<file path="config.mk">
export PLATFORM = sky130hd
export DESIGN_NAME = micro_cmd_master
export DESIGN_NICKNAME = d
export VERILOG_FILES = /design/src/rtl/micro_cmd_master.sv
export SDC_FILE = /design/constraint.sdc
export NUM_CORES = 1
export LEC_CHECK = 0
export ABC_AREA = 1
export ABC_CLOCK_PERIOD_IN_PS = 2000
export BUFFER_PORTS_ARGS = -buffer_cell sky130_fd_sc_hd__buf_2
export CAP_MARGIN = 25
export CELL_PAD_IN_SITES_DETAIL_PLACEMENT = 0
export CELL_PAD_IN_SITES_GLOBAL_PLACEMENT = 1
export CORE_ASPECT_RATIO = 0.8
export CORE_MARGIN = 1.5
export CORE_UTILIZATION = 31
export DETAILED_ROUTE_END_ITERATION = 12
export PLACE_DENSITY_LB_ADDON = 0.1
export SYNTH_ARGS = -nofsm -noshare
export SYNTH_HDL_FRONTEND = slang
export SYNTH_SLANG_ARGS = --single-unit
</file>
<file path="constraint.sdc">
create_clock -name clock -period 2 [get_ports clock]
set_input_delay 0.2 -clock clock [delete_from_list [all_inputs] [get_ports clock]]
set_output_delay 0.2 -clock clock [all_outputs]
set_load 0.05 [all_outputs]
</file>
<file path="src/rtl/micro_cmd_master.sv">
// rtl/micro_cmd_master.sv - serializes command requests into setup/strobe/release words on the register-file GPIO bus
// Optional: define MICRO_CMD_CHECK_EN to reject command codes above GET_FRAME with an o_err pulse.
module micro_cmd_master #(
  parameter int NB_COM      = 7,
  parameter int NB_DATA     = 24,
  parameter int NB_INST     = 32,
  parameter int HOLD_CYCLES = 1
) (
  input  logic               clock,
  input  logic               reset,
  input  logic               i_req_valid,
  output logic               o_req_ready,
  input  logic [NB_COM-1:0]  i_req_cmd,
  input  logic [NB_DATA-1:0] i_req_data,
  output logic [NB_INST-1:0] o_cmd_to_regs,
  input  logic [NB_INST-1:0] i_data_from_regs,
  output logic               o_rsp_valid,
  output logic [NB_INST-1:0] o_rsp_data,
  output logic               o_busy,
  output logic               o_err
);

  typedef enum logic [2:0] {
    ST_IDLE,
    ST_SETUP,
    ST_STROBE,
    ST_RELEASE,
    ST_CAPTURE
  } state_t;

  localparam logic [7:0]        HOLD_LAST          = 8'(HOLD_CYCLES - 1);
  localparam logic [NB_COM-1:0] CMD_IS_FRAME_READY = NB_COM'(3);
  localparam logic [NB_COM-1:0] CMD_GET_FRAME      = NB_COM'(4);

  state_t              state;
  logic [7:0]          phase_cnt;
  logic [NB_COM-1:0]   cmd_q;
  logic [NB_DATA-1:0]  data_q;
  logic                is_read;
  logic                req_bad;

  assign is_read = (cmd_q == CMD_IS_FRAME_READY) || (cmd_q == CMD_GET_FRAME);

`ifdef MICRO_CMD_CHECK_EN
  assign req_bad = (i_req_cmd > CMD_GET_FRAME);
`else
  assign req_bad = 1'b0;
`endif

  always_ff @(posedge clock) begin
    if (reset) begin
      state         <= ST_IDLE;
      phase_cnt     <= '0;
      cmd_q         <= '0;
      data_q        <= '0;
      o_cmd_to_regs <= '0;
      o_rsp_data    <= '0;
      o_rsp_valid   <= 1'b0;
      o_err         <= 1'b0;
      o_busy        <= 1'b0;
      o_req_ready   <= 1'b1;
    end else begin
      o_rsp_valid <= 1'b0;
      o_err       <= 1'b0;
      case (state)
        ST_IDLE: begin
          if (i_req_valid && o_req_ready) begin
            if (req_bad) begin
              // Rejected codes are consumed without touching the bus word.
              o_err <= 1'b1;
            end else begin
              cmd_q         <= i_req_cmd;
              data_q        <= i_req_data;
              phase_cnt     <= HOLD_LAST;
              o_cmd_to_regs <= {1'b0, i_req_cmd, i_req_data};
              o_busy        <= 1'b1;
              o_req_ready   <= 1'b0;
              state         <= ST_SETUP;
            end
          end
        end
        ST_SETUP: begin
          if (phase_cnt == 8'd0) begin
            phase_cnt     <= HOLD_LAST;
            o_cmd_to_regs <= {1'b1, cmd_q, data_q};
            state         <= ST_STROBE;
          end else begin
            phase_cnt <= phase_cnt - 8'd1;
          end
        end
        ST_STROBE: begin
          if (phase_cnt == 8'd0) begin
            phase_cnt     <= HOLD_LAST;
            o_cmd_to_regs <= {1'b0, cmd_q, data_q};
            state         <= ST_RELEASE;
          end else begin
            phase_cnt <= phase_cnt - 8'd1;
          end
        end
        ST_RELEASE: begin
          if (phase_cnt == 8'd0) begin
            if (is_read) begin
              // Read-back is sampled on the edge that ends RELEASE.
              o_rsp_data  <= i_data_from_regs;
              o_rsp_valid <= 1'b1;
              state       <= ST_CAPTURE;
            end else begin
              o_busy      <= 1'b0;
              o_req_ready <= 1'b1;
              state       <= ST_IDLE;
            end
          end else begin
            phase_cnt <= phase_cnt - 8'd1;
          end
        end
        ST_CAPTURE: begin
          o_busy      <= 1'b0;
          o_req_ready <= 1'b1;
          state       <= ST_IDLE;
        end
        default: begin
          o_busy      <= 1'b0;
          o_req_ready <= 1'b1;
          state       <= ST_IDLE;
        end
      endcase
    end
  end

endmodule

</file>
# ---- Word level (Yosys, flattened, before mapping)
# Cells that the tools add are included.
dict set report word_totals {
  out_inout_bits 68
  romBits 0
  ramBits 0
  n_memories 0
  in_bits 66
  latch_bits 0
  ff_bits 109
}
dict set report op_classes {
  n_lt_le_gt_ge 0
  n_addsub 1
  bitwise_logic 3
  n_mux 23
  reduce_logical 14
  mul 0
  shifts 0
  n_eq_ne 11
  n_div 0
}
# op count
set op_table {}
lappend op_table {{$mux 32} 3}
lappend op_table {{$pmux 32 s3} 1}
lappend op_table {{$mux 8} 3}
lappend op_table {{$pmux 8 s3} 1}
lappend op_table {{$mux 3} 5}
lappend op_table {{$ne 2x2->1 const B} 6}
lappend op_table {{$pmux 3 s4} 1}
lappend op_table {{$reduce_and 4->1} 3}
lappend op_table {{$logic_not 8->1} 1}
lappend op_table {{$sub 8x1->8 const B} 1}
lappend op_table {{$eq 7x2->1 const B} 1}
lappend op_table {{$eq 7x3->1 const B} 1}
lappend op_table {{$mux 1} 7}
lappend op_table {{$eq 3x2->1 const B} 2}
lappend op_table {{$pmux 1 s3} 2}
lappend op_table {{$reduce_and 3->1} 2}
lappend op_table {{$reduce_bool 3->1} 2}
lappend op_table {{$eq 3x1->1 const B} 1}
lappend op_table {{$logic_not 3->1} 1}
lappend op_table {{$not 1->1} 3}
lappend op_table {{$reduce_or 3->1} 1}
lappend op_table {{$reduce_and 2->1} 1}
lappend op_table {{$reduce_or 2->1} 1}
lappend op_table {{$logic_and 1x1->1} 1}
lappend op_table {{$logic_or 1x1->1} 1}

# ---- Longest topological paths before layout
dict set report logic_depth {
  depth_word 5
  mapped_depth 11
}

# ---- Worst setup path after synthesis
# OpenSTA, ideal clock, no wires.
dict set report synth_path {
  kind {register to register}
  from {reg o_req_ready}
  to {reg o_cmd_to_regs[0]}
  setup_slack_ps 406
  n_path_buf 1
  arrival_ps 1462
  synth_period_minus_slack_ps 1594
  path_stages_with_launch 7
  t_required_ps 1868
  path_cell_list {dfxtp_1 -> nand2_1 -> a21oi_2 -> nand3_2 -> buf_2 -> nand2_1 -> a21oi_1}
}
dict set report synth_between {
  elab_chain_cells 3
}
# element line_no
set synth_rtl {}
lappend synth_rtl {{start: declaration} 12} ;# output logic o_req_ready,
lappend synth_rtl {{start signal: assignment} 61} ;# o_req_ready <= 1'b1;
lappend synth_rtl {{start signal: assignment} 77} ;# o_req_ready <= 1'b0;
lappend synth_rtl {{start signal: assignment} 109} ;# o_req_ready <= 1'b1;
lappend synth_rtl {{$logic_and 1x1->1} 67} ;# if (i_req_valid && o_req_ready) begin
lappend synth_rtl {{$ne 2x2->1 (no line)} -}
lappend synth_rtl {{$reduce_and 4->1 (no line)} -}
lappend synth_rtl {{end signal: assignment} 75} ;# o_cmd_to_regs <= {1'b0, i_req_cmd, i_req_data};
lappend synth_rtl {{end signal: assignment} 85} ;# o_cmd_to_regs <= {1'b1, cmd_q, data_q};
lappend synth_rtl {{end signal: assignment} 94} ;# o_cmd_to_regs <= {1'b0, cmd_q, data_q};
lappend synth_rtl {{end: declaration} 15} ;# output logic [NB_INST-1:0] o_cmd_to_regs,
# No other way between the ends.
# A chain may end at the register's enable or synchronous reset.

# ---- Final worst setup path
dict set report layout_path {
  from {reg state[0]}
  to {reg o_rsp_data[30]}
}
dict set report layout_between {
  elab_chain_cells 2
}
# element line_no
set layout_rtl {}
lappend layout_rtl {{start: declaration} 35} ;# state_t state;
lappend layout_rtl {{start signal: assignment} 52} ;# state <= ST_IDLE;
lappend layout_rtl {{start signal: assignment} 78} ;# state <= ST_SETUP;
lappend layout_rtl {{start signal: assignment} 86} ;# state <= ST_STROBE;
lappend layout_rtl {{$eq 3x2->1} 65} ;# case (state)
lappend layout_rtl {{$reduce_and 3->1 (no line)} -}
lappend layout_rtl {{end signal: assignment} 104} ;# o_rsp_data <= i_data_from_regs;
lappend layout_rtl {{end: declaration} 18} ;# output logic [NB_INST-1:0] o_rsp_data,
# No other way between the ends.

==> results.md <==
Routing:
- After detailed routing, the number of remaining DRC violations is 0.
- The first routing iteration left 290 violations.
- The length of the first detailed-routing pass in iterations is 4.
- The remaining antenna violation count after routing is 0.
- The total via count in the routed design is 4309.
- Using the TritonRoute via totals, the vias-per-cell ratio works out to 4.69.
- The routed wire length is 12000 um.
- The average detailed-routed wire length per instance is 13.1 um.

STA:
- The number of endpoints with negative hold slack in the final report was 0.
- Setup violations remaining at the end of the flow were counted as 0.
- The pin slew with the least headroom to its limit is 0.559 ns.
- The fmax is 560 MHz.
- Measured against its own limit, the worst slew margin works out to 62.7%.
- The worst hold slack is 0.112 ns.
- The sum of negative setup slack is 0 ns.
- The worst setup slack after layout is 0.215 ns.
- The share of the clock period used by the worst path is 89.2%.
- Setup repair after global routing left no endpoint under its margin.
- The final-report max-slew violation count is 0.
- The clock arrives with 0.00932 ns of skew.
- The worst path in the final design needs a cycle of 1.78 ns, including I/O delays and setup.

Place:
- After legalization and detailed placement, the total HPWL measured 8240 um.
- The number of buffer cells added on primary ports is 132.
- The setup slack after placement is 0.216 ns.
- The congestion estimate from routability-driven global placement came to 0.790.

Hold path:
- The worst hold path passes through 3 cells.
- The startpoint of the most critical hold path is i_data_from_regs[20].
- The worst-case hold path end point is o_rsp_data[20].
- The class of the worst hold path is input pin to flip-flop.

Critical path:
- STA classifies the critical path startpoint as a flip-flop.
- The data arrival time at the worst-slack endpoint is 2.00 ns.
- The worst register-to-register path ends at o_rsp_data[30].
- Setup slack on the worst reg-to-reg path comes out at 0.22 ns.
- The startpoint identified for the worst register-to-register timing path is state[0].
- The critical path endpoint category is a flip-flop.
- Counting cells, the worst reg-to-reg path comes to 6.
- The critical setup path kind is flip-flop to flip-flop.
- Of all nets on the critical path, the largest fanout is 64.
- STA puts the critical path data required time at 2.22 ns.

Clock network:
- Once the clock tree was built, the resizer swapped 0 gates to a different size.
- The maximum level of the CTS H-tree is 3.
- The number of hold buffers added after cts is 0.
- TritonCTS built the clock tree.
- The clock-pin transition on the worst setup and hold timing paths is 0.08 ns.
- The number of clock sinks is 109.
- The clock latency on the worst-skew pair is 0.35 ns.
- Once the clock tree was built, the setup fixing pass inserted 0 buffers.
- The clock passes through at most 2 buffers.
- The cell chosen for the clock root is sky130_fd_sc_hd__clkbuf_16.
- The number of buffers inserted during clock tree synthesis is 9.

Synthesis:
- The share of flip-flops with an asynchronous set or reset is 0%.
- In this run, synthesis inferred 0 flip-flops with an integrated enable.
- In the synthesized netlist, the cells that appear most often are sky130_fd_sc_hd__dfxtp_1, sky130_fd_sc_hd__a21oi_1, sky130_fd_sc_hd__nand2_1, sky130_fd_sc_hd__inv_1, sky130_fd_sc_hd__o21ai_0.
- Synthesis produced a netlist whose cell count is 614.
- The part of the Yosys area used for sequential elements is 48.3%.
- In the post-synthesis netlist, the biggest area contributors are sky130_fd_sc_hd__dfxtp_1, sky130_fd_sc_hd__a21oi_1, sky130_fd_sc_hd__nand2_1.
- The top cell type by total area after synthesis is sky130_fd_sc_hd__dfxtp_1.
- During synthesis, Yosys emitted a total of 0 warnings.
- In this run the biggest area consumer among cell types represents 48.3% of the synthesized area.
- The synthesized netlist net count is 682.
- Each instance of the synthesized netlist takes up on average 7.35 um^2.
- sky130_fd_sc_hd__dfxtp_1 is the most common cell in the netlist.
- In the synthesized netlist the dominant register cell turns out to be sky130_fd_sc_hd__dfxtp_1.
- The register bit count reported by yosys is 109.
- The distinct cell type count of the synthesized netlist is 27.
- The post-synthesis instance area is 4520 um^2.

Layout:
- The repair_antennas step left the layout with diodes totalling 0.
- The count of filler cells inserted in the layout is 1540.
- In the final layout, flip-flops and latches occupy 2180 um^2.
- Relative to the synthesized area, the layout overhead comes to 24.7%.
- The fraction of final layout cells sized beyond drive strength 1 is 23.6%.
- Once layout is complete, the utilization of the core stands at 39.5%.
- The number of nets in the final layout is 797.
- The area of the multi-input gates is 1850 um^2.

Die:
- The area enclosed by the die boundary is 15300 um^2.
- The placeable core region is 14200 um^2.
- The die boundary height is 111 um.
- The I/O pin count is 134.
- After floorplanning, the core was divided into 39 placement rows.
- The die is 138 um wide.
- The initial utilization of the core area, before any placement, comes to 31.7%.

Global routing:
- The first global-routing pass estimated 20000 um of wire.
- The number of antenna violations at the first check in global routing is 0.
- Global routing consumed, over all layers together, 16.5% of the routing resources.
- The total overflow reported by the global router is 0.
- The pin count of the biggest net entering global routing is 65.
- The via count of the first global-routing pass was 4003.

Power and ir drop:
- The power density over cell area is 1610 nW/um^2.
- The maximum vdd drop is 0.999 mV.
- In this run the static leakage power is 2.48 nW.

Job:
- The number of violations of the max-capacitance limit is 0.

Run status:
- The flow ran to the end, and the final reports show no timing, DRC or antenna violations.
==> worst max-delay path, stage by stage, from the launching register on <==
cell and delay, ns:
sky130_fd_sc_hd__dfxtp_1 0.48, sky130_fd_sc_hd__nand3_4 0.24, sky130_fd_sc_hd__nor2_2 0.22, sky130_fd_sc_hd__nand3_2 0.08, sky130_fd_sc_hd__buf_4 0.31, sky130_fd_sc_hd__o21ai_0 0.24, sky130_fd_sc_hd__a21oi_1 0.06
==> registers in the layout, indices dropped and copies added, names as in the netlist <==
| name | cells |
|---|---|
| cmd_q | 7 |
| o_cmd_to_regs | 32 |
| o_busy | 1 |
| o_rsp_valid | 1 |
| phase_cnt | 8 |
| data_q | 24 |
| state | 3 |
| o_req_ready | 1 |
| o_rsp_data | 32 |
==> area by class of cell <==
class	instances	share of cell area (%)
repair buffers	143	13.9
flip-flops and latches	109	38.7
well taps	184	4.09
clock buffers	10	4.07
clock inverters	6	0.866
multi-input cells	384	32.9
inverters	82	5.47
==> metal layers <==
layer  up-vias  track usage, %  share of wire, %
li1       2242               -                 -
met1      1963            22.9                49
met5         -               0                 0
met2        92            25.7                46
met4         0            3.75              0.96
met3        12            3.98               4.7
==> cell usage in the layout (no fill, tap or decap), types with 8 or more instances in the layout <==
| master | Yosys | layout |
|---|---|---|
| sky130_fd_sc_hd__nand3_1 | 39 | 39 |
| sky130_fd_sc_hd__buf_4 | 4 | 8 |
| sky130_fd_sc_hd__dfxtp_1 | 109 | 109 |
| sky130_fd_sc_hd__buf_2 | 9 | 132 |
| sky130_fd_sc_hd__a21oi_1 | 103 | 103 |
| sky130_fd_sc_hd__o21ai_0 | 67 | 67 |
| sky130_fd_sc_hd__o21ai_1 | 33 | 33 |
| sky130_fd_sc_hd__clkbuf_16 | 0 | 9 |
| sky130_fd_sc_hd__nor2_1 | 20 | 20 |
| sky130_fd_sc_hd__inv_1 | 80 | 79 |
| sky130_fd_sc_hd__nand2_1 | 96 | 96 |
==> metrics by stage <==
step / cells / instance area, um^2 / total power [mW]
2_1_floorplan: 614 / 4520 / 6.36
3_3_place_gp: 902 / 5350 / 7.43
3_5_place_dp: 902 / 5350 / 7.48
4_1_cts: 918 / 5630 / 9.21
5_1_grt: 918 / 5630 / 9.80
6_report: 918 / 5630 / 9.09
==> power breakdown <==
group          internal [mW]  switching, mW  total [mW]
Combinational           1.19           3.13        4.32
Sequential              2.77          0.298        3.07
Clock                  0.858          0.835        1.69
Total                   4.83           4.26        9.09
==> kinds of logic (layout without fill, tap and decap cells) <==
group	Yosys count	after routing	synth area share, %
AOI/OAI and AO/OA	206	206	23.1
and+or+nand+nor	175	175	17.3
buffers and inverters	121	241	10.6
DFF	109	109	48.3
adders and majority gates	2	2	0.554
other	1	1	0.0830
==> how the worst max path moves through the flow <==
| stage | from | to | slack [ns] |
|---|---|---|---|
| 2_1_floorplan | o_req_ready | o_cmd_to_regs[0] | 0.41 |
| 3_5_place_dp | state[0] | o_rsp_data[30] | 0.22 |
| 4_1_cts | state[0] | o_rsp_data[30] | 0.22 |
| 6_report | state[0] | o_rsp_data[30] | 0.22 |
| 3_3_place_gp | state[0] | o_rsp_data[8] | 0.29 |
| 5_1_grt | phase_cnt[0] | o_rsp_data[29] | 0.05 |
Power figures use the tool's default switching activity.
